$ cat src/rtl/csr_regfile_if.sv
// CSR access bus between the pipeline (master) and the CSR register file (slave).
// The EX side carries the combinational read port; the WB side carries the write
// port and the instruction-retire strobe.
interface csr_regfile_if;
   logic [11:0] csr_addr_EX;
   logic [31:0] csr_rdata_EX;
   logic        csr_illegal_EX;
   logic        csr_we_WB;
   logic [11:0] csr_addr_WB;
   logic [31:0] csr_data_WB;
   logic        instr_retire;

   modport master (
      output csr_addr_EX, csr_we_WB, csr_addr_WB, csr_data_WB, instr_retire,
      input  csr_rdata_EX, csr_illegal_EX
   );

   modport slave (
      input  csr_addr_EX, csr_we_WB, csr_addr_WB, csr_data_WB, instr_retire,
      output csr_rdata_EX, csr_illegal_EX
   );
endinterface

$ cat src/rtl/csr_regfile.sv
// Machine-mode CSR register file with a combinational EX read port, a WB write
// port and WB->EX bypass. Optional 64-bit mcycle/minstret counters (and their
// read-only user aliases) are built only when CSR_COUNTERS_EN is defined;
// otherwise the counter addresses read as zero, are legal, and ignore writes.
module csr_regfile #(
   parameter logic [31:0] MTVEC_RESET = 32'h0000_0000
) (
   input logic          clk,
   input logic          rst,
   csr_regfile_if.slave bus
);

   localparam logic [11:0] AddrBubble   = 12'h000;
   localparam logic [11:0] AddrMstatus  = 12'h300;
   localparam logic [11:0] AddrMie      = 12'h304;
   localparam logic [11:0] AddrMtvec    = 12'h305;
   localparam logic [11:0] AddrMscratch = 12'h340;
   localparam logic [11:0] AddrMepc     = 12'h341;
   localparam logic [11:0] AddrMcause   = 12'h342;
   localparam logic [11:0] AddrMcycle   = 12'hB00;
   localparam logic [11:0] AddrMcycleh  = 12'hB80;
   localparam logic [11:0] AddrMinstret = 12'hB02;
   localparam logic [11:0] AddrMinstreth = 12'hB82;
   localparam logic [11:0] AddrCycle    = 12'hC00;
   localparam logic [11:0] AddrCycleh   = 12'hC80;
   localparam logic [11:0] AddrInstret  = 12'hC02;
   localparam logic [11:0] AddrInstreth = 12'hC82;

   // mtvec and mepc are word-aligned; low two bits never hold a one.
   function automatic logic [31:0] wmask(input logic [11:0] addr, input logic [31:0] data);
      if (addr == AddrMtvec || addr == AddrMepc) return {data[31:2], 2'b00};
      return data;
   endfunction

   // Addresses that accept a write (and therefore can be bypassed).
   function automatic logic writable(input logic [11:0] addr);
      case (addr)
         AddrMstatus, AddrMie, AddrMtvec, AddrMscratch, AddrMepc, AddrMcause: return 1'b1;
`ifdef CSR_COUNTERS_EN
         AddrMcycle, AddrMcycleh, AddrMinstret, AddrMinstreth: return 1'b1;
`endif
         default: return 1'b0;
      endcase
   endfunction

   logic [31:0] mstatus_q, mstatus_d;
   logic [31:0] mie_q, mie_d;
   logic [31:0] mtvec_q, mtvec_d;
   logic [31:0] mscratch_q, mscratch_d;
   logic [31:0] mepc_q, mepc_d;
   logic [31:0] mcause_q, mcause_d;
   logic [31:0] wdata;
   logic [31:0] rdata;
   logic        illegal;

   assign wdata = wmask(bus.csr_addr_WB, bus.csr_data_WB);

   // Next state of the plain read/write CSRs; bubble and unknown addresses fall through.
   always_comb begin
      mstatus_d  = mstatus_q;
      mie_d      = mie_q;
      mtvec_d    = mtvec_q;
      mscratch_d = mscratch_q;
      mepc_d     = mepc_q;
      mcause_d   = mcause_q;
      if (bus.csr_we_WB) begin
         case (bus.csr_addr_WB)
            AddrMstatus:  mstatus_d  = wdata;
            AddrMie:      mie_d      = wdata;
            AddrMtvec:    mtvec_d    = wdata;
            AddrMscratch: mscratch_d = wdata;
            AddrMepc:     mepc_d     = wdata;
            AddrMcause:   mcause_d   = wdata;
            default: ;
         endcase
      end
   end

   // CSR state with synchronous reset; mtvec resets to its aligned reset vector.
   always_ff @(posedge clk) begin
      if (rst) begin
         mstatus_q  <= '0;
         mie_q      <= '0;
         mtvec_q    <= {MTVEC_RESET[31:2], 2'b00};
         mscratch_q <= '0;
         mepc_q     <= '0;
         mcause_q   <= '0;
      end else begin
         mstatus_q  <= mstatus_d;
         mie_q      <= mie_d;
         mtvec_q    <= mtvec_d;
         mscratch_q <= mscratch_d;
         mepc_q     <= mepc_d;
         mcause_q   <= mcause_d;
      end
   end

`ifdef CSR_COUNTERS_EN
   logic [63:0] mcycle_q, mcycle_d;
   logic [63:0] minstret_q, minstret_d;

   // Counter next state: a write to either half wins over the increment that cycle.
   always_comb begin
      mcycle_d   = mcycle_q + 64'd1;
      minstret_d = bus.instr_retire ? minstret_q + 64'd1 : minstret_q;
      if (bus.csr_we_WB) begin
         case (bus.csr_addr_WB)
            AddrMcycle:    mcycle_d   = {mcycle_q[63:32], bus.csr_data_WB};
            AddrMcycleh:   mcycle_d   = {bus.csr_data_WB, mcycle_q[31:0]};
            AddrMinstret:  minstret_d = {minstret_q[63:32], bus.csr_data_WB};
            AddrMinstreth: minstret_d = {bus.csr_data_WB, minstret_q[31:0]};
            default: ;
         endcase
      end
   end

   // Counter state with synchronous reset.
   always_ff @(posedge clk) begin
      if (rst) begin
         mcycle_q   <= '0;
         minstret_q <= '0;
      end else begin
         mcycle_q   <= mcycle_d;
         minstret_q <= minstret_d;
      end
   end
`else
   logic unused_instr_retire;
   assign unused_instr_retire = bus.instr_retire;
`endif

   // Combinational read port with same-cycle WB bypass of the masked write data.
   always_comb begin
      rdata   = '0;
      illegal = 1'b0;
      case (bus.csr_addr_EX)
         AddrBubble:   ;
         AddrMstatus:  rdata = mstatus_q;
         AddrMie:      rdata = mie_q;
         AddrMtvec:    rdata = mtvec_q;
         AddrMscratch: rdata = mscratch_q;
         AddrMepc:     rdata = mepc_q;
         AddrMcause:   rdata = mcause_q;
`ifdef CSR_COUNTERS_EN
         AddrMcycle,    AddrCycle:    rdata = mcycle_q[31:0];
         AddrMcycleh,   AddrCycleh:   rdata = mcycle_q[63:32];
         AddrMinstret,  AddrInstret:  rdata = minstret_q[31:0];
         AddrMinstreth, AddrInstreth: rdata = minstret_q[63:32];
`else
         AddrMcycle, AddrCycle, AddrMcycleh, AddrCycleh,
         AddrMinstret, AddrInstret, AddrMinstreth, AddrInstreth: rdata = '0;
`endif
         default: illegal = 1'b1;
      endcase
      if (bus.csr_we_WB && (bus.csr_addr_WB == bus.csr_addr_EX) && writable(bus.csr_addr_WB)) begin
         rdata = wdata;
      end
   end

   assign bus.csr_rdata_EX   = rdata;
   assign bus.csr_illegal_EX = illegal;

endmodule

$ cat src/flat_wrapper.sv
// flat-port wrapper written by rule: the top's interface ports become plain ports
module csr_regfile_flat 
#(
   parameter logic [31:0] MTVEC_RESET = 32'h0000_0000
)
  (clk, rst, bus_csr_addr_EX, bus_csr_we_WB, bus_csr_addr_WB, bus_csr_data_WB, bus_instr_retire, bus_csr_rdata_EX, bus_csr_illegal_EX);
  csr_regfile_if bus_i ();
  input logic clk;
  input logic rst;
  input wire logic [$bits(bus_i.csr_addr_EX)-1:0] bus_csr_addr_EX;
  input wire logic [$bits(bus_i.csr_we_WB)-1:0] bus_csr_we_WB;
  input wire logic [$bits(bus_i.csr_addr_WB)-1:0] bus_csr_addr_WB;
  input wire logic [$bits(bus_i.csr_data_WB)-1:0] bus_csr_data_WB;
  input wire logic [$bits(bus_i.instr_retire)-1:0] bus_instr_retire;
  output wire logic [$bits(bus_i.csr_rdata_EX)-1:0] bus_csr_rdata_EX;
  output wire logic [$bits(bus_i.csr_illegal_EX)-1:0] bus_csr_illegal_EX;
  assign bus_i.csr_addr_EX = bus_csr_addr_EX;
  assign bus_i.csr_we_WB = bus_csr_we_WB;
  assign bus_i.csr_addr_WB = bus_csr_addr_WB;
  assign bus_i.csr_data_WB = bus_csr_data_WB;
  assign bus_i.instr_retire = bus_instr_retire;
  assign bus_csr_rdata_EX = bus_i.csr_rdata_EX;
  assign bus_csr_illegal_EX = bus_i.csr_illegal_EX;
  csr_regfile #(.MTVEC_RESET(MTVEC_RESET)) u_core (.clk(clk), .rst(rst), .bus(bus_i));
endmodule
$ cat config.mk
export PLATFORM = sky130hd
export DESIGN_NAME = csr_regfile_flat
export DESIGN_NICKNAME = d
export VERILOG_FILES = /design/src/rtl/csr_regfile_if.sv /design/src/rtl/csr_regfile.sv /design/src/flat_wrapper.sv
export SDC_FILE = /design/constraint.sdc
export NUM_CORES = 1
export LEC_CHECK = 0
export ABC_AREA = 1
export CAP_MARGIN = 20
export CORE_MARGIN = 5
export CORE_UTILIZATION = 40
export DETAILED_ROUTE_END_ITERATION = 8
export PLACE_DENSITY = 0.58
export SYNTH_ARGS = -nofsm -noshare
export SYNTH_HDL_FRONTEND = slang
export SYNTH_SLANG_ARGS = --single-unit
export TNS_END_PERCENT = 10
$ cat constraint.sdc
create_clock -name clk -period 2.2 [get_ports clk]
set_input_delay 0.55 -clock clk [delete_from_list [all_inputs] [get_ports clk]]
set_output_delay 0.55 -clock clk [all_outputs]
set_load 0.05 [all_outputs]
== Yosys cells after proc, flatten, opt, wreduce, memory -nomap -nowiden ==
Cells that the tools add are included.
Word-level totals
  logic and storage cells: 46
  bits of input ports: 60
  register bits: 192
  output and inout bits: 33
Operators by class
  equal/unequal tests: 21
  multiplexer cells: 7
  reductions and logical operators: 12
Operator list (count)
  32-bit case mux with 6 select lines: 1
  12-bit by 10-bit == test with 1-bit output (second input constant): 12
  12-bit == test (second input constant): 8
  32-bit two-way mux: 3
  15-bit OR reduction: 1
  12-bit == test: 1
  12-bit logical NOT: 1
  2-bit AND reduction: 6
  6-bit OR reduction: 1
  1-bit two-way mux: 3
  1-bit logical AND: 2
  1-bit logical OR: 1

== Depth between registers and ports, before layout ==
  word-level depth: 5
  depth in mapped cells: 12

== Least setup slack after synthesis ==
No wires, ideal clock.
  kind: input to output
  start point: input bus_csr_we_WB
  end point: output bus_csr_rdata_EX[10]
  arrival time: 2124 ps
  cell stages on the path: 10
  path buffers: 2
  slack: -474 ps
  path through: buf_2 inv_1 a21oi_1 nand3_1 nor2_1 nand2_2 nor2_8 buf_6 nor2_1 nor2_1
On the way
  cells in the longest elaborated chain, start to end: 3
Ends and longest elaborated chain
  from (decl): line flat_wrapper.sv:11  | input wire logic [$bits(bus_i.csr_we_WB)-1:0] bus_csr_we_WB;
  1-bit logical AND (2 in a row): line csr_regfile.sv:155  | if (bus.csr_we_WB && (bus.csr_addr_WB == bus.csr_addr_EX) && writable(bus.csr_addr_WB)) begin
  32-bit two-way mux: line csr_regfile.sv:155
  to (decl): line flat_wrapper.sv:15  | output wire logic [$bits(bus_i.csr_rdata_EX)-1:0] bus_csr_rdata_EX;
Every way passes these cells.

== Final worst setup path ==
  start point: input bus_csr_addr_EX[3]
  end point: output bus_csr_rdata_EX[0]
On the way
  cells in the longest elaborated chain, start to end: 4
  elaborated cells between the ends (all ways): 11
  those cells by class: eq/ne: 7; mux: 2; reduce/logical: 2
Ends and longest elaborated chain
  from (decl): line flat_wrapper.sv:10  | input wire logic [$bits(bus_i.csr_addr_EX)-1:0] bus_csr_addr_EX;
  branches (longest 3 deep; another with 32-bit case mux with 6 select lines)
  32-bit two-way mux *: line csr_regfile.sv:155
Every way passes the cells marked *.

==> run_results.csv <==
group,metric,value,unit
critical_path,worst_ep_required_time,1.65,ns
power_and_ir_drop,ir_drop,485,uV
synth,synth_area_per_cell,6.53,um^2
final_layout,final_nets,1702,
flow_run,cap_violations,0,
critical_path,crit_chain,"buf_2 > nor2_2 > nand2_2 > nor2_4 > buf_12 > bufbuf_16 > nand3_1 > nand2_1 > nor2_2 > nand2_2 > nor2_4 > nor2_4 > buf_12",
synth,synthTopCellsByArea,"dfxtp_1 (40%), o21ai_0 (9.7%), nand3_1 (9.1%)",
drt,firstDrtPassIters,8,
floorplanning,io-pin-count,93,
final_layout,n_antenna_cell,0,
floorplanning,die_w,165,um
status,violations,"negative setup slack",
floorplanning,dieArea,27100,um^2
critical_path,cp_slowest_cell,"bufbuf_16",
drt,via_per_inst,5.05,
critical_path,critPathCaptureType,"primary output",
drt,met1_length,14300,um
power_and_ir_drop,power_density,500,nW/um^2
global_routing,grt_first_pass_wirelength,49500,um
hold_path,worstHoldPathType,"reg2reg",
sta,fin_ws,-0.436,ns
sta,maxSlewHeadroom,0.702,
critical_path,max_stage_delay,0.28,ns
cts,cts_sinks,192,
final_layout,layout_commonest_cell,"inv_1",
cts,cts_buffer_depth,2,
drt,drc,0,
synth,synth_warnings,0,
cts,cts_hold_buffers,0,
final_layout,fillers,2139,
drt,wl_met3,1370,um
drt,drtIter0Drc,603,
final_layout,drive_gt1_frac,0.278,
sta,layout_min_cycle_time,2.64,ns
cts,clockRootBuffer,"clkbuf_16",
global_routing,track_usage,0.229,
global_routing,antenna_found_initial,0,
final_layout,mostFrequentLayoutCells,"inv_1 (213), dfxtp_1 (192), o21ai_0 (184)",
global_routing,grt_max_degree,72,
critical_path,worstPathMaxFanout,8,
synth,synthCells,1468,
cts,cts_buffers,17,
sta,setup_viol,33,
drt,postRouteAntennaNets,0,
global_routing,grt_overflow,0,
placed_design,routabilityCongestion,0.828,
synth,ys_seq_area_frac,0.401,
floorplanning,row_count,56,
final_layout,fin_cells,1972,
synth,synth_area,9580,um^2
floorplanning,initial_core_util,0.407,
synth,synth_cell_types,26,
sta,finClkSkew,0,ns
sta,tightest_slew,0.447,ns
critical_path,startpoint_type,"input pin",
critical_path,arrival,2.09,ns
cts,clkTransAtPathRegs,0.07,ns
synth,yosysTopAreaCell,"dfxtp_1",
drt,maxUsedRoutingLayer,"met4",
sta,hold_viol_final,0,
synth,syn-num-nets,1528,
power_and_ir_drop,power_leakage,5.77,nW
final_layout,utilization,0.603,
placed_design,numPortBuffers,91,
floorplanning,die_height,165,um
synth,synth-seq-cells,192,
drt,num_vias,9960,
critical_path,cpMostUsedCell,"nor2_4",
global_routing,grt_pass1_vias,9327,
placed_design,dpl.hpwl,18600,um
sta,timing.final.max_slew_violations,0,
synth,yosysTopAreaCellShare,0.401,
sta,rsz0062_at_grt,"yes",
status,status,"finished, violations left",
placed_design,dp_cells,1901,
final_layout,area_delta_synth_final,48.1,%
drt,wire_per_inst,15.7,um
drt,met2_length,14700,um
cts,clk_latency,0.42,ns
final_layout,multi_input_area,5280,um^2
drt,wirelength,30900,um
cts,cts_tree,"built",
final_layout,seqCellArea,3840,um^2
sta,min_period_over_period,1.20,
critical_path,critPathKind,"in2out",
floorplanning,coreArea,23500,um^2
sta,fmaxAchievable,379,MHz
cts,h-tree-depth,4,
[where the power goes]
group	internal [mW]	switching [mW]	total [mW]
registers	3.47	0.000312	3.47
logic	0.277	0.313	0.590
clock network	1.63	1.40	3.03
[worst max-delay path, delay by kind of cell]
family	cells	cell delay, ns
buffers and inverters	4	0.72
and+or+nand+nor	9	0.81
[final timing paths]
kind	from	end	slack, ns	cells after the start
worst max register to register	u_core.mie_q[0]	u_core.mie_q[0]	1.51	4
worst max-delay path	bus_csr_addr_EX[3]	bus_csr_rdata_EX[0]	-0.44	13
worst min-delay path	u_core.mie_q[28]	u_core.mie_q[28]	0.44	2
worst min register to register	u_core.mie_q[28]	u_core.mie_q[28]	0.44	2
[Yosys cell counts]
cell / instances
buf_6: 3
nand2_2: 5
nor3_2: 1
o2111ai_1: 1
nor3_1: 34
o21ai_1: 31
clkbuf_1: 55
buf_4: 8
dfxtp_1: 192
nor2_8: 2
a31oi_1: 1
clkinv_1: 1
nor2_4: 3
inv_1: 220
a21oi_1: 156
nor2_2: 7
o21ai_0: 185
buf_2: 34
inv_2: 8
nand4_1: 1
nand3_1: 174
o211ai_1: 5
nor2_1: 183
buf_1: 1
nand3_2: 1
nand2_1: 156
[what timing repair did]
action | in CTS | in global routing
hold endpoints to repair | 0 | 0
pin swaps | 44 | 72
endpoints found under the setup margin | 33 | 33
gates resized for setup | 186 | 96
buffers inserted | 22 | 8
gates cloned | 11 | 3
[layer usage]
metal	vias to the layer above	GRT usage
met2	220	0.374
met4	0	0.0647
met3	33	0.0285
met5	-	0
li1	5073	-
met1	4634	0.319
[cell families (layout without fill, tap and decap cells)]
group,Yosys count,after routing,synth area share
AO/OA/AOI/OAI,379,379,0.200
AND/OR/NAND/NOR,567,567,0.260
flip-flops,192,192,0.401
buffers and inverters,330,515,0.139
[flip-flops by register name (all words and copies together), names as in the netlist]
name and flops:
u_core.mtvec_q 32, u_core.mcause_q 32, u_core.mstatus_q 32, u_core.mepc_q 32
u_core.mscratch_q 32, u_core.mie_q 32
[final cells by class]
cell class / instances / area share
multi-input combinational: 946 / 0.372
sequential: 192 / 0.271
timing repair buffer: 256 / 0.228
inverter: 229 / 0.0611
clock buffer: 21 / 0.0325
tap: 319 / 0.0281
clock inverter: 9 / 0.00714
[stage by stage]
stage	area, um^2	power, mW	hold WS [ns]	setup TNS [ns]	setup slack [ns]
floorplan	10000	3.73	0.424	-2.86	-0.0902
global placement	12500	4.07	0.430	-39.68	-0.833
detailed placement	12500	4.07	0.434	-42.30	-0.830
CTS	13800	7.12	0.445	-15.44	-0.512
global route	14200	7.33	0.457	-15.51	-0.515
finish	14200	7.09	0.444	-12.68	-0.436
Note: power is estimated with default switching activity, not from simulation.
